<file path="config.mk">
export PLATFORM = sky130hd
export DESIGN_NAME = axis_spm_offset_slew_nch
export DESIGN_NICKNAME = d
export VERILOG_FILES = /design/src/rtl/axis_spm_offset_slew_nch.sv
export SDC_FILE = /design/constraint.sdc
export NUM_CORES = 2
export LEC_CHECK = 0
export ABC_AREA = 0
export CAP_MARGIN = 20
export CORE_ASPECT_RATIO = 1.75
export CORE_UTILIZATION = 40
export CTS_CLUSTER_SIZE = 12
export DETAILED_ROUTE_END_ITERATION = 6
export PLACE_DENSITY = 0.61
export SLEW_MARGIN = 0
export SYNTH_ARGS = -nofsm -noshare
export SYNTH_HDL_FRONTEND = slang
export SYNTH_SLANG_ARGS = --single-unit
</file>
<file path="constraint.sdc">
create_clock -name a_clk -period 8.1 [get_ports a_clk]
set_input_delay 1.215 -clock a_clk [delete_from_list [all_inputs] [get_ports a_clk]]
set_output_delay 1.215 -clock a_clk [all_outputs]
set_load 0.01 [all_outputs]
</file>
<file path="src/rtl/axis_spm_offset_slew_nch.sv">
// N-channel offset slew stage: rate-limited per-channel offsets with settle tracking,
// added to the streamed input plus optional lock-in modulation, saturated to symmetric full scale.
module axis_spm_offset_slew_nch #(
  parameter int NCH   = 4,
  parameter int DW    = 32,
  parameter int RDECI = 5,
  parameter int MODW  = 25,
  parameter int MODQ  = 24
) (
  input  logic              a_clk,
  input  logic              a_rst,
  input  logic [NCH*DW-1:0] s_axis_tdata,
  input  logic              s_axis_tvalid,
  input  logic [NCH*DW-1:0] target,
  input  logic [NCH*DW-1:0] step,
  input  logic              hold,
  input  logic [MODW-1:0]   mod_sin,
  input  logic [31:0]       mod_volume,
  input  logic [NCH-1:0]    mod_mask,
  output logic [NCH*DW-1:0] m_axis_tdata,
  output logic              m_axis_tvalid,
  output logic [NCH*DW-1:0] offset_mon,
  output logic [NCH-1:0]    moving,
  output logic [NCH-1:0]    done,
  output logic              all_settled
);

  typedef enum logic {ST_SETTLED = 1'b0, ST_MOVING = 1'b1} state_t;

  localparam logic signed [DW+1:0] SAT_MAX = {3'b000, {(DW-1){1'b1}}};
  localparam logic signed [DW+1:0] SAT_MIN = -SAT_MAX;

  logic w_tick;

  generate
    if (RDECI == 0) begin : g_nodeci
      assign w_tick = 1'b1;
    end else begin : g_deci
      logic [RDECI-1:0] r_cnt;
      always_ff @(posedge a_clk) begin
        if (a_rst) r_cnt <= '0;
        else       r_cnt <= r_cnt + RDECI'(1);
      end
      assign w_tick = &r_cnt;
    end
  endgenerate

  // Stream semantics: s_axis_tvalid only qualifies capture into r_in; there is no
  // tready, the sink must accept every beat, and m_axis_tvalid is tvalid delayed two clocks.
  logic signed [MODW-1:0]   w_mv;
  logic signed [2*MODW-1:0] w_mv_e;
  logic signed [2*MODW-1:0] w_sin_e;
  logic signed [2*MODW-1:0] r_prod;
  logic signed [DW-1:0]     r_mod;
  logic [NCH*DW-1:0]        r_in;
  logic [1:0]               r_vld;
  logic                     w_unused_vol;

  assign w_mv         = mod_volume[31 -: MODW];
  assign w_unused_vol = ^mod_volume[31-MODW:0];
  assign w_mv_e       = {{MODW{w_mv[MODW-1]}}, w_mv};
  assign w_sin_e      = {{MODW{mod_sin[MODW-1]}}, mod_sin};

  always_ff @(posedge a_clk) begin
    if (a_rst) begin
      r_prod <= '0;
      r_mod  <= '0;
      r_in   <= '0;
      r_vld  <= '0;
    end else begin
      r_prod <= w_mv_e * w_sin_e;
      r_mod  <= DW'(r_prod >>> MODQ);
      if (s_axis_tvalid) r_in <= s_axis_tdata;
      r_vld  <= {r_vld[0], s_axis_tvalid};
    end
  end

  assign m_axis_tvalid = r_vld[1];
  assign all_settled   = ~|moving;

  for (genvar k = 0; k < NCH; k++) begin : g_ch
    logic signed [DW-1:0] w_tgt;
    logic signed [DW-1:0] w_in;
    logic signed [DW-1:0] w_nxt;
    logic signed [DW-1:0] r_off;
    logic signed [DW-1:0] r_out;
    logic signed [DW:0]   w_off_e;
    logic signed [DW:0]   w_tgt_e;
    logic signed [DW:0]   w_stp_e;
    logic signed [DW:0]   w_up;
    logic signed [DW:0]   w_dn;
    logic signed [DW+1:0] w_mod_e;
    logic signed [DW+1:0] w_sum;
    logic                 w_unused_stp;
    state_t               r_state;
    logic                 r_done;

    assign w_tgt        = target[k*DW +: DW];
    assign w_in         = r_in[k*DW +: DW];
    assign w_off_e      = {r_off[DW-1], r_off};
    assign w_tgt_e      = {w_tgt[DW-1], w_tgt};
    assign w_stp_e      = {2'b00, step[k*DW +: DW-1]};
    assign w_unused_stp = step[k*DW+DW-1];
    // One extra bit keeps off +/- step from wrapping near full scale.
    assign w_up         = w_off_e + w_stp_e;
    assign w_dn         = w_off_e - w_stp_e;

    always_comb begin
      if (w_stp_e == '0)       w_nxt = w_tgt;
      else if (w_tgt_e > w_up) w_nxt = w_up[DW-1:0];
      else if (w_tgt_e < w_dn) w_nxt = w_dn[DW-1:0];
      else                     w_nxt = w_tgt;
    end

    // A move that lands on target in the same tick it starts still reports one done pulse.
    always_ff @(posedge a_clk) begin
      if (a_rst) begin
        r_off   <= '0;
        r_state <= ST_SETTLED;
        r_done  <= 1'b0;
      end else begin
        r_done <= 1'b0;
        if (w_tick && !hold) begin
          r_off <= w_nxt;
          if (w_nxt != w_tgt) begin
            r_state <= ST_MOVING;
          end else begin
            r_state <= ST_SETTLED;
            r_done  <= (r_state == ST_MOVING) || (r_off != w_tgt);
          end
        end
      end
    end

    assign w_mod_e = mod_mask[k] ? {{2{r_mod[DW-1]}}, r_mod} : '0;
    assign w_sum   = {{2{r_off[DW-1]}}, r_off} + {{2{w_in[DW-1]}}, w_in} + w_mod_e;

    always_ff @(posedge a_clk) begin
      if (a_rst)                r_out <= '0;
      else if (w_sum > SAT_MAX) r_out <= SAT_MAX[DW-1:0];
      else if (w_sum < SAT_MIN) r_out <= SAT_MIN[DW-1:0];
      else                      r_out <= w_sum[DW-1:0];
    end

    assign offset_mon[k*DW +: DW]   = r_off;
    assign m_axis_tdata[k*DW +: DW] = r_out;
    assign moving[k]                = (r_state == ST_MOVING);
    assign done[k]                  = r_done;
  end

endmodule
</file>
; ---- Word-level counts from Yosys, hierarchy flattened
; Index checks and enable logic that the tools add are counted.
[word_totals]
register_bits = 475
inputBits = 449
elab_cells = 117
[op_classes]
add_sub_neg = 17
n_mul = 1
order_cmp = 16
n_eq_ne = 8
n_mux = 28
bitwise = 1
n_reduce_logical = 21
[ops]
columns = op, n
row1 = $mux W32, 16
row2 = $add A32 B32 Y33, 8
row3 = $ne A32 B32 Y1, 8
row4 = $add A34 B34 Y34, 4
row5 = $gt A34 B32 Y1 const B, 4
row6 = $lt A34 B32 Y1 const B, 4
row7 = $mux W34, 4
row8 = $gt A32 B33 Y1, 4
row9 = $logic_not A33 Y1, 4
row10 = $lt A32 B33 Y1, 4
row11 = $sub A32 B32 Y33, 4
row12 = $mux W31, 4
row13 = $mul A25 B25 Y50, 1
row14 = $reduce_or A3 Y1, 4
row15 = $reduce_or A2 Y1, 4
row16 = $add A5 B1 Y5 const B, 1
row17 = $reduce_and A5 Y1, 1
row18 = $logic_or A1 B1 Y1, 4
row19 = $mux W1, 4
row20 = $reduce_or A4 Y1, 1
row21 = $logic_not A1 Y1, 2
row22 = $logic_and A1 B1 Y1, 1
row23 = $not A1 Y1, 1

; ---- Depth between registers and ports, before layout
[depth]
word_depth = 7
ltp_mapped = 32
ltp_nobuf = 30

; ---- Worst setup path after synthesis
; Ideal clock, no wire load.
[synth_timing]
path_kind = input port to flip-flop
start = in mod_sin[4]
end = reg r_prod[42]
setup_time_ns = 0.128
arrival_time_ns = 8.226
required_time_ns = 7.972
path_slack_ns = -0.253
path_stages = 29
path_cell_list = clkbuf_1 -> clkbuf_1 -> nand2_1 -> fa_1 -> inv_1 -> fa_1 -> inv_1 -> fa_1 -> fa_1 -> inv_1 -> fa_1 -> fa_1 -> inv_1 -> fa_1 -> inv_1 -> ha_1 -> a21o_1 -> a211o_1 -> a221oi_1 -> nand2_1 -> o211ai_1 -> o21ai_0 -> o211a_1 -> o2111ai_1 -> a31oi_1 -> or2_2 -> a31oi_1 -> xor2_1 -> nor2_1
[synth_between]
elab_chain_len = 1
[synth_rtl]
columns = item, line
row1 = from (decl), 17  ; input logic [MODW-1:0] mod_sin,
row2 = $mul A25 B25 Y50, 71  ; r_prod <= w_mv_e * w_sin_e;
row3 = to (signal assigned), 71
row4 = to (decl), 53  ; logic signed [2*MODW-1:0] r_prod;
; Every way passes these cells.
; A chain may end at the register's enable or synchronous reset.

; ---- Final worst setup path
[layout_timing]
start = in step[98]
end = reg g_ch[3].r_done
[layout_between]
elab_chain_len = 7
[layout_rtl]
columns = item, line
row1 = from (decl), 15  ; input logic [NCH*DW-1:0] step,
row2 = $sub A32 B32 Y33, 106  ; assign w_dn = w_off_e - w_stp_e;
row3 = $lt A32 B33 Y1, 111  ; else if (w_tgt_e < w_dn) w_nxt = w_dn[DW-1:0];
row4 = $mux W32, 111
row5 = $mux W32, 110  ; else if (w_tgt_e > w_up) w_nxt = w_up[DW-1:0];
row6 = $mux W32 (*), 109  ; if (w_stp_e == '0) w_nxt = w_tgt;
row7 = $ne A32 B32 Y1 (*), 125  ; if (w_nxt != w_tgt) begin
row8 = $reduce_or A3 Y1 (no line) (*), --
row9 = to (signal assigned), 129  ; r_done <= (r_state == ST_MOVING) || (r_off != w_tgt);
row10 = to (decl), 96  ; logic r_done;
; Mark *: on every way between the ends. The rest lies on a longest branch, timed or not.

==> impl_results.md <==
- RSZ-0062 raised after global routing: yes
- Switching share of power: 0.475
- Final min period: 7990 ps
- Global route hottest layer: met2
- DR iter-0 viols: 7058
- Hold_buf cts: 0
- Synth area leaders: fa_1 (17%), ha_1 (14%), dfxtp_1 (12%)
- Post-Syn Instances: 9808
- # placed instances: 14.0k
- CTS tree: built
- Most frequent cell after synthesis: inv_1
- Power Density: 380 nW/µm²
- Top_reg_cell synth: dfxtp_1
- Non-filler instance count after layout: 14.2k
- HP Class: flop to flop
- Status: finished, final reports clean
- Vias per cell: 5.94
- DRC Markers: 0
- Clock transition at the registers of the reported paths: 60 ps
- YS warnings: 0
- Area delta synth->final: 27.8%
- Reg2reg end: g_ch[1].r_out[20]
- Met2 Resource Use GR: 0.666
- Overflow after GRT: 0
- Peak Freq: 0.125 GHz
- Vias in the first global route: roughly 85k
- Setup CP Type: primary input to flop
- Flop pwr share: 0.078
- Die X-Extent: about 340 µm
- Top cell type's share of synthesized area: 0.172
- Worst skew pair latency: 730 ps
- Period utilisation layout: 0.986
- Sw Pwr: 0.0181 W
- Maximum vdd ir drop: between 1 and 1.5 mV
- Gp weighted congestion: 1.09
- Logic pwr share: 0.851
- H-tree Lvls: 2
- Port bufs: ~700
- Worst R2R Setup Slack: 530 ps
- Internal Power: 0.0200 W
- Largest net degree at the start of global routing: 145
- Worst min-delay path startpoint: r_prod[35]
- Endpoints failing setup: 0
- Worst r2r src: g_ch[1].r_off[0]
- Critical Path Max Stage Delay: 480 ps
- Post-route setup TNS: 0 ps
- Syn nets: 11.8k
- Total power: 0.0381 W
- CTS Sinks: 451
- Post-Syn Area: between 70000 and 80000 µm²
- Netlist cell types: 101
- CTS Buffer Depth: 3
- Die ar.: between 150000 and 200000 µm²
- Worst endpoint required time: 8730 ps
- Crit path launch type: primary input
- CTS Buf Count: 55
- Sequential element share of the synthesized area: 0.115
- Layout cell share with drive strength beyond 1: 0.145
- MaxCap Viol Count: 0
- Crit-path most repeated cell: buf_4
- Routed WL: ~410 mm
- Initial antenna violation count: 65
- Worst Setup End Kind: flop
- Hold Vio Cnt, Final: 0
- M3 GR Usage: 0.0886
- WHS Path Cells: 1
- Routed via count: roughly 84k
- Post-synth EDFFs: 0
- Core area: a little under 200000 µm²
- Nets: 13.5k
- Slowest CP cell: clkdlybuf4s50_1
- CTS Root Cell: clkbuf_16
- Routed Antenna Nets: 0
- Site Rows: 214
- Die Ht: 588 µm
- Crit-path max FO: 6
- Asr flop ratio synth: 0
- Critical Path AT: roughly 8600 ps
- Starting Density: 0.403
- GR Util All Layers: 0.398
- TritonRoute pass-1 iters: 7
- GRT met1 Usage: 0.421
- #FFs+latches synth: ~450
- First-pass GRT wire length: 576 mm
- Leakage: 47.9 nW
- DP HPWL: 336 mm
- Slew @ Worst Pin: 1310 ps
- Synth cell count leaders: inv_1 (1059), ha_1 (908), nand2_1 (745)
- Synth area leader: fa_1
- Clock skew: 47.0 ps
- Slew Limit Fails: 0
- Worst slew margin: 0.123
- IO Pins: 715
- Clk pwr share: 0.071
- R2r worst-path depth: 30
- Mean Syn Cell Area: 7.99 µm²
- Wirelength per Cell: around 29 µm
- Hold EP: r_mod[11]
## final cells by class
type,count,area [µm²]
tap,2592,3240
inverter,1061,3980
fill,18917,94200
sequential,451,9030
timing repair buffer,2076,17900
clock inverter,25,303
clock buffer,70,1550
antenna,48,120
multi-input combinational,7834,64100
## per-layer routing
| metal | part of all wire | vias to the layer above |
|---|---|---|
| met5 | 0.00040 | - |
| met4 | 0.10 | 22 |
| met3 | 0.081 | 1553 |
| met2 | 0.47 | 4242 |
| met1 | 0.34 | 40768 |
| li1 | - | 37541 |
## per-stage QoR
step / hold slack, ps / area [µm²] / worst slack (ps) / util
finish: 434 / 100000 / 110 / 0.515
global route: 457 / 100000 / -114 / 0.515
CTS: 437 / 99200 / 4.18 / 0.510
detailed placement: 421 / 97300 / -1090 / 0.501
global placement: 416 / 97300 / -913 / 0.501
floorplan: 414 / 78400 / 36.1 / -
## sequential cells by signal, indices dropped and copies added (netlist names)
register	flops
g_ch.r_state	4
g_ch.r_done	4
r_mod	26
g_ch.r_off	128
g_deci.r_cnt	5
r_vld	2
g_ch.r_out	128
r_prod	26
r_in	128
## worst max-delay path by stage
stage / start / to / cells past startpoint
6_report: step[98] / g_ch[3].r_done / 32
5_1_grt: step[33] / g_ch[1].r_done / 38
4_1_cts: mod_sin[13] / r_prod[45] / 30
3_5_place_dp: mod_volume[23] / r_prod[45] / 29
3_3_place_gp: mod_volume[23] / r_prod[49] / 29
2_1_floorplan: mod_sin[4] / r_prod[42] / 29
## cells by family (layout without fill, tap and decap cells)
| group | Yosys count | count (layout) | synth area share |
|---|---|---|---|
| buffers and inverters | 1523 | 3232 | 0.0737 |
| multiplexers | 141 | 141 | 0.0181 |
| other | 0 | 48 | 0 |
| adder cells (fa/ha/maj) | 1581 | 1581 | 0.317 |
| AND/OR/NAND/NOR | 3098 | 3098 | 0.198 |
| AO/OA/AOI/OAI | 2361 | 2361 | 0.204 |
| XOR/XNOR | 653 | 653 | 0.0744 |
| flip-flops | 451 | 451 | 0.115 |
## critical path: cells and delay by family
family	cells	cell delay, ps
adder cells (fa/ha/maj)	2	620
XOR/XNOR	1	150
buffers and inverters	9	1770
AO/OA/AOI/OAI	11	3180
AND/OR/NAND/NOR	9	1640
## power groups by stage
stage | logic, W | registers, W | clock network [W]
floorplan | 0.0186 | 0.00291 | 0
global placement | 0.0301 | 0.00301 | 0
detailed placement | 0.0304 | 0.00302 | 0
CTS | 0.0312 | 0.00297 | 0.00271
global route | 0.0360 | 0.00299 | 0.00278
finish | 0.0324 | 0.00298 | 0.00269
## cell usage in the layout, fill, tap and decap left out, types with 81 or more instances in the layout
master,Yosys,routed
buf_4,9,1321
inv_1,1059,1053
ha_1,908,904
nand2_1,745,743
nor2_1,714,711
clkdlybuf4s50_1,0,666
fa_1,673,660
a21oi_1,592,583
dfxtp_1,451,450
and2_1,442,440
xnor2_1,401,398
o21ai_0,386,379
xor2_1,244,243
nor3_1,211,208
a21o_1,205,205
nand3_1,163,163
nor2b_1,158,157
mux2i_1,138,138
nand4_1,109,109
nor4_1,110,105
nand2b_1,99,98
or3_1,92,92
o22ai_1,92,91
o21a_1,83,83
a31oi_1,87,81
## repair_timing
| action | in CTS | in global routing |
|---|---|---|
| cloned | 0 | 8 |
| hold endpoints to repair | 0 | 0 |
| resized for setup | 20 | 146 |
| pin swaps | 9 | 61 |
| setup endpoints to repair | 16 | 41 |
| buffers inserted | 1 | 21 |
Note: power is estimated with default switching activity, not from simulation.
